`src/rtl/semaforo_pkg.sv`:
```
// semaforo_pkg: light-state encodings shared with semaforo, plus a counter-width helper
package semaforo_pkg;
  localparam logic [1:0] VERDE    = 2'b00;
  localparam logic [1:0] AMARELO  = 2'b01;
  localparam logic [1:0] VERMELHO = 2'b10;
  function automatic int largura(input int n);
    return (n < 1) ? 1 : $clog2(n + 1);
  endfunction
endpackage

```
`src/rtl/filtro_debounce.sv`:
```
// filtro_debounce: 2-flop synchroniser plus debounce counter for a bouncy panel switch
module filtro_debounce import semaforo_pkg::*; #(
  parameter int DEB_CICLOS = 16
) (
  input  logic clock,
  input  logic reset,
  input  logic entrada,
  output logic estavel
);
  localparam int CW = largura(DEB_CICLOS);
  logic meta_q, sinc_q, estavel_q, estavel_d, diferente, cheio;
  logic [CW-1:0] cnt_q, cnt_d;
  always_comb begin
    diferente = sinc_q != estavel_q;
    cheio     = cnt_q == CW'(DEB_CICLOS);
    estavel_d = diferente && cheio ? sinc_q : estavel_q;
    cnt_d     = diferente && !cheio ? cnt_q + 1'b1 : '0;
  end
  always_ff @(posedge clock or negedge reset) begin
    if (!reset) begin
      meta_q    <= 1'b0;
      sinc_q    <= 1'b0;
      estavel_q <= 1'b0;
      cnt_q     <= '0;
    end else begin
      meta_q    <= entrada;
      sinc_q    <= meta_q;
      estavel_q <= estavel_d;
      cnt_q     <= cnt_d;
    end
  end
  assign estavel = estavel_q;
endmodule

```
`src/rtl/condiciona_botao.sv`:
```
// condiciona_botao: turns the raw pedestrian button into a single-cycle request issued on green,
// followed by a lockout window so a held or hammered button cannot keep extending green.
module condiciona_botao import semaforo_pkg::*; #(
  parameter int DEB_CICLOS  = 16,
  parameter int BLOQ_CICLOS = 1000
) (
  input  logic       clock,
  input  logic       reset,
  input  logic       botao_bruto,
  input  logic [1:0] estado,
  output logic       botao,
  output logic       pendente,
  output logic       estavel
);
  typedef enum logic [1:0] {OCIOSO, PENDENTE, EMITE, BLOQUEIO} fase_t;
  localparam int BW = largura(BLOQ_CICLOS);
  localparam logic [BW-1:0] CARGA = BW'(BLOQ_CICLOS > 0 ? BLOQ_CICLOS - 1 : 0);
  fase_t fase_q, fase_d;
  logic [BW-1:0] bloq_q, bloq_d;
  logic [1:0] estado_q;
  logic estavel_ant_q, subida;
  filtro_debounce #(.DEB_CICLOS(DEB_CICLOS)) u_filtro (
    .clock   (clock),
    .reset   (reset),
    .entrada (botao_bruto),
    .estavel (estavel)
  );
  // the green decision uses the registered light state, so a request waits one edge after green is seen
  always_comb begin
    subida = estavel & ~estavel_ant_q;
    fase_d = fase_q;
    bloq_d = bloq_q;
    case (fase_q)
      OCIOSO:   fase_d = subida ? PENDENTE : OCIOSO;
      PENDENTE: fase_d = estado_q == VERDE ? EMITE : PENDENTE;
      EMITE: begin
        fase_d = BLOQ_CICLOS > 0 ? BLOQUEIO : OCIOSO;
        bloq_d = CARGA;
      end
      default: begin
        fase_d = bloq_q == '0 ? OCIOSO : BLOQUEIO;
        bloq_d = bloq_q == '0 ? '0 : bloq_q - 1'b1;
      end
    endcase
  end
  always_ff @(posedge clock or negedge reset) begin
    if (!reset) begin
      fase_q        <= OCIOSO;
      bloq_q        <= '0;
      estado_q      <= '0;
      estavel_ant_q <= 1'b0;
    end else begin
      fase_q        <= fase_d;
      bloq_q        <= bloq_d;
      estado_q      <= estado;
      estavel_ant_q <= estavel;
    end
  end
  assign botao    = fase_q == EMITE;
  assign pendente = fase_q == PENDENTE;
endmodule

```
`config.mk`:
```
export PLATFORM = sky130hd
export DESIGN_NAME = condiciona_botao
export DESIGN_NICKNAME = d
export VERILOG_FILES = /design/src/rtl/semaforo_pkg.sv /design/src/rtl/filtro_debounce.sv /design/src/rtl/condiciona_botao.sv
export SDC_FILE = /design/constraint.sdc
export NUM_CORES = 1
export LEC_CHECK = 0
export ABC_AREA = 1
export CAP_MARGIN = 20
export CORE_ASPECT_RATIO = 1.1
export CORE_MARGIN = 1.5
export CORE_UTILIZATION = 60
export DETAILED_ROUTE_END_ITERATION = 7
export MAX_ROUTING_LAYER = met4
export PLACE_DENSITY_LB_ADDON = 0.3
export SYNTH_ARGS = -nofsm -noshare
export SYNTH_HDL_FRONTEND = slang
export SYNTH_HIERARCHICAL = 1
export SYNTH_SLANG_ARGS = --single-unit
```
`constraint.sdc`:
```
create_clock -name clock -period 2.5 [get_ports clock]
set_clock_uncertainty 0.1 [all_clocks]
set_input_delay 0.5 -clock clock [delete_from_list [all_inputs] [get_ports clock]]
set_output_delay 0.5 -clock clock [all_outputs]
set_load 0.01 [all_outputs]
```
==> impl_results.md <==
* RSZ-0062 raised after global routing: no
* ANT nets after route at 0
* Syn nets at between 100 and 150
* Fillers at approximately 140
* FF+latch count, synth at 23
* Worst path slowest cell: clkdlybuf4s50_1
* Maximum VDD drop at about 0.7 mV
* Worst-path cell chain: inv_1, nor2_1, clkdlybuf4s50_1
* Critical-path maximum fanout at 10
* Status: completed
* Kind of critical path: register to output port
* Power Internal at 0.000668 W
* Num CTS Buffers at 3
* Core Box Area at 1800 um^2
* Async SR Flop Fraction at 100%
* Yosys top cell area share at 50.1%
* Root Driver: clkbuf_4
* TritonRoute pass-1 iters at 4
* Total Routed Length at approximately 1900 um
* Arrival @ worst endpoint at between 1.5 and 2 ns
* Final nets at between 150 and 200
* Tcrit/Tclk final at between 90% and 100%
* Wire length per cell at approximately 12 um
* Switching fraction of total power at between 30% and 40%
* Starting DRC count in detailed routing at 10
* Buffers on Ports at 7
* Mean Syn Cell Area at around 8.6 um^2
* Total Neg Setup Slack at 0 ns
* Max-slew violation total from the final report at 0
* Reg2Reg Depth at 7
* Final instance area at about 1300 um^2
* Worst slew margin at roughly four fifths
* Latest clock arrival within the worst-skew pair at about 0.31 ns
* Sequential-to-total area share from yosys stat at 50.1%
* Die W at roughly 45 um
* Die Y at 48.9 um
* Leakage at roughly 0.63 nW
* Placed cell area at approximately 1200 um^2
* Vias per cell at roughly 5.4
* Synth warn at 6
* P&R area growth vs syn at 10.4%
* CTS sink cnt at 23
* Share of layout cells above drive strength 1 at ~14%
* Stages on worst setup path at 3
* CP Buf/Inv Count at 2
* Max Cap Viol at 0
* GR Overflow Total at 0
* Worst stage delay on the critical path at roughly 0.62 ns
* Clk buf depth at 2
* Post-synth cell types at 24
* Die ar. at 2190 um^2
* Clock share of power at around 15%
* Crit path time final at about 2.4 ns
* Comb pwr share at between 30% and 40%
* Setup Buffers After CTS at 0
* Power per Cell Area at around 850 nW/um^2
* Mapped Cells at 134
* CP Launch Type: register
* First-pass GRT wire length at 3210 um
* Seq pwr share at approximately 52%
* CTS clk-pin slew, worst paths at between 0.1 and 0.15 ns
* Worst setup EP type: output port
* Maximum clock frequency at between 0.4 and 0.5 GHz
* Switch Pwr at around 0.00041 W
* Total GRT Usage at 20.3%
* GPL Wtd Cong at around 0.8
* Vias in the first global route at just over 800
* Final Hold Viols at 0
* Initial core utilization at 63.8%
* Slew @ Worst Pin at about 0.30 ns
* Largest net degree at the start of global routing at 24
* Final setup viols at 0
* H-tree depth at 1
* CTS tree: done
* Post-synth EDFFs at 0
* Dominant synthesized flop cell: dfrtp_1
* ANT cells at 0
* Residual DRC count at 0
* Hold depth at 0
* Synth top area cells: dfrtp_1 (50%), nand2_1 (7.5%), nor2_1 (6.2%)
* Worst EP required at 1.90 ns
* Hold-fix buffers, CTS at 0
* Hold Crit Class: register to register
* Synthesized cell area at about 1100 um^2
* Crit-path leading delay family: buffers and inverters
* Vias at ~900
* Num rows at 16
* Antenna violations before repair at 0
* Post-DP HPWL at around 1400 um
* Io pins at 8
* Area leader, netlist: dfrtp_1
[power groups by stage]
stage          combinational, W  clock [W]  sequential (W)
2_1_floorplan          0.000283          0        0.000531
3_3_place_gp           0.000336          0        0.000562
3_5_place_dp           0.000348          0        0.000567
4_1_cts                0.000350   0.000169        0.000559
5_1_grt                0.000395   0.000186        0.000577
6_report               0.000350   0.000164        0.000563
[per-layer routing]
layer  vias to the layer above  wire length (um)  GRT usage, %
met2                        11              1010          34.1
met4                         0                38          9.09
met3                         5                40          2.22
li1                        444                 -             -
met5                         -                 0             -
met1                       419               843          23.8
[Yosys cell counts, types with 2 or more instances]
library cell	number
a21oi_1	6
inv_1	18
nand2_2	5
a22oi_1	2
o21ai_0	2
ha_1	3
o22ai_1	2
dfrtp_1	23
nand3_1	10
nor2_2	3
nand4_1	2
nor2_1	19
xor2_1	3
inv_2	2
nor2_4	3
nand2_1	23
[sequential cells by signal (all words and copies together) (netlist names)]
signal,cells
estado_q,2
u_filtro/cnt_q,5
bloq_q,10
fase_q,2
u_filtro/estavel,1
u_filtro/meta_q,1
u_filtro/sinc_q,1
estavel_ant_q,1
[final timing paths]
kind / startpoint / end / slack [ns]
worst min register to register: u_filtro/meta_q / u_filtro/sinc_q / 0.27
worst min-delay path: u_filtro/meta_q / u_filtro/sinc_q / 0.27
max in group asynchronous: reset / fase_q[1] / 1.63
worst max-delay path: fase_q[1] / botao / 0.12
worst max register to register: bloq_q[1] / bloq_q[4] / 1.02
min in group asynchronous: reset / bloq_q[2] / 0.43
[logic make-up (layout without fill, tap and decap cells)]
family	Yosys count	count (layout)	synth area share, %
simple gates	69	69	29.4
flops	23	23	50.1
buf+inv	21	32	7.18
compound gates	14	14	7.07
xor+xnor	4	4	3.05
fa+ha+maj	3	3	3.26
[worst reg2reg max path, cell delays in order, from the launching register on]
cell and delay (ns):
dfrtp_1 0.41, inv_1 0.08, ha_1 0.23, nand2_2 0.12
nor2_4 0.15, nand2_4 0.10, nand2_2 0.11, o22ai_1 0.08
[layout by cell type, fill, tap and decap left out, drive strengths merged]
master / synthesis / final
a211oi: 1 / 1
a21oi: 6 / 6
a22oi: 2 / 2
a31oi: 1 / 1
and2: 1 / 1
buf: 1 / 1
clkbuf: 0 / 4
clkdlybuf4s50: 0 / 7
dfrtp: 23 / 23
ha: 3 / 3
inv: 20 / 20
nand2: 29 / 29
nand3: 11 / 11
nand4: 2 / 2
nor2: 25 / 25
o21ai: 2 / 2
o22ai: 2 / 2
or2: 1 / 1
xnor2: 1 / 1
xor2: 3 / 3
[stage by stage]
| step | hold slack [ns] | worst slack [ns] | std cells | power (W) | util (%) |
|---|---|---|---|---|---|
| floorplan | 0.104 | 1.13 | 134 | 0.000814 | - |
| finish | 0.273 | 0.123 | 163 | 0.00108 | 70.5 |
| detailed placement | 0.237 | 0.413 | 159 | 0.000914 | 69.0 |
| CTS | 0.276 | 0.0486 | 163 | 0.00108 | 70.4 |
| global placement | 0.246 | 0.491 | 159 | 0.000899 | 69.0 |
| global route | 0.290 | 0.0564 | 163 | 0.00116 | 70.5 |
[repair_timing]
action	CTS	global route
resized for setup	0	1
setup endpoints to repair	0	1
endpoints found under the hold margin	0	0
[area by class of cell]
cell class              instances  area [um^2]  area share, %
flip-flops and latches         23          577           45.4
multi-input cells              90          492           38.7
repair buffers                  8         77.6           6.11
inverters                      20         75.1           5.91
clock buffers                   4         26.3           2.07
well taps                      18         22.5           1.77
Power figures use the tool's default switching activity.
==> RTL edit, RTL diff (same flow settings) <==
`BLOQ_CICLOS`: 1000 -> 250.
--- a/src/rtl/condiciona_botao.sv
+++ b/src/rtl/condiciona_botao.sv
@@ -4,3 +4,3 @@
   parameter int DEB_CICLOS  = 16,
-  parameter int BLOQ_CICLOS = 1000
+  parameter int BLOQ_CICLOS = 250
 ) (
Function: no difference found for any inputs over 10 cycles, from zero or initial values and one cycle with reset low; that may be too few to reach the edited logic, so the function may still have changed.
==> RTL edit against the original RTL <==
Final cell count fell by 6.7%. Global-route usage rose by 1.8 points. Wire length fell by 4.9%. Worst setup slack improved by 0.15 ns. Power fell by 4.2%. Synthesized cell count fell by 7.5%. Final area fell by 10%. Sequential cell count fell by 2. Critical path depth did not move. Sequential share of layout area rose by 0.79 points. Area after synthesis fell by 11%. Critical path type unchanged. Largest cell class unchanged.
==> RTL edit: results (changes against the original RTL) <==
Detailed Route Iter0 Violations=14 (was 10); Post-synth top cells=26 x nand2_1, 21 x dfrtp_1, 19 x inv_1, 17 x nor2_1, 8 x nand3_1 (was 23 x dfrtp_1, 23 x nand2_1, 19 x nor2_1, 18 x inv_1, 10 x nand3_1); met1 global-route usage=21.9% (was 23.8%); largest registers=bloq_q x8, u_filtro/cnt_q x5 (was bloq_q x10, u_filtro/cnt_q x5); Nets=144 (was 154); Seq/Total Area, Yosys=51.5% (was 50.1%); synthesized-area fraction occupied by adder cells=3.68% (was 3.26%); Post-Syn Instances=124 (was 134); Net Count, Synth=132 (was 142); Setup WS pre-CTS=0.621 ns (was 0.413 ns); grt met2 use=39.7% (was 34.1%); dpl cells=148 (was 159); fillers=115 (was 138); CP Max Fanout=8 (was 10); CP Data Arrival Time=1.63 ns (was 1.78 ns); status=completed (unchanged); Clock Latency Late Sink=0.29 ns (was 0.31 ns); Post-DP Area=1110 µm² (was 1240 µm²); met3 usage=3.92% (was 2.22%); vias=805 (was 879); VDD IR max=0.000684 V (was 0.000697 V); RePlAce Congestion=0.884 (was 0.819); first-pass GRT wire length=3.08 mm (was 3.21 mm); count of different cell masters after synthesis=18 (was 24); Static Leak=0.574 nW (was 0.631 nW); ratio of cells with drive above 1 in the final layout=9.63% (was 14.5%); Routed WL per cell=12.1 µm (was 11.8 µm); Reg2Reg Launch Point=bloq_q[0] (was bloq_q[1])
-- RTL edit: worst max-delay path, cell delays in order, from the launching register on --
cell and delay (ns):
dfrtp_1 0.48, inv_1 0.12, nor2_1 0.17, clkdlybuf4s50_1 0.56
-- RTL edit: final timing paths --
kind,to,slack (ns)
setup reg to reg,fase_q[0],1.05
hold / removal,u_filtro/sinc_q,0.28
min in group asynchronous,bloq_q[1],0.44
max in group asynchronous,u_filtro/cnt_q[1],1.65
setup / recovery,botao,0.27
hold reg to reg,u_filtro/sinc_q,0.28
-- RTL edit: logic make-up after synthesis --
logic type / Yosys count
flip-flops: 21
XOR/XNOR: 2
adder cells (fa/ha/maj): 3
AO/OA/AOI/OAI: 13
AND/OR/NAND/NOR: 64
buffers and inverters: 21
-- RTL edit: report_power, final --
part | total (mW) | internal, mW | switching (mW)
Clock | 0.154 | 0.0621 | 0.0923
Sequential | 0.503 | 0.420 | 0.0838
Combinational | 0.374 | 0.150 | 0.224
Total | 1.03 | 0.631 | 0.400
-- RTL edit: cell type report --
type / instances / area [µm²] / share of cell area, %
inverters: 20 / 75.1 / 6.60
clock buffers: 4 / 26.3 / 2.31
repair buffers: 8 / 77.6 / 6.82
well taps: 17 / 21.3 / 1.87
flip-flops and latches: 21 / 526 / 46.2
multi-input cells: 82 / 412 / 36.2
-- RTL edit: layer usage --
layer	part of all wire (%)	vias to the layer above
met5	0	-
met4	3.1	0
met3	2.7	6
met2	53	13
met1	41	375
li1	-	411
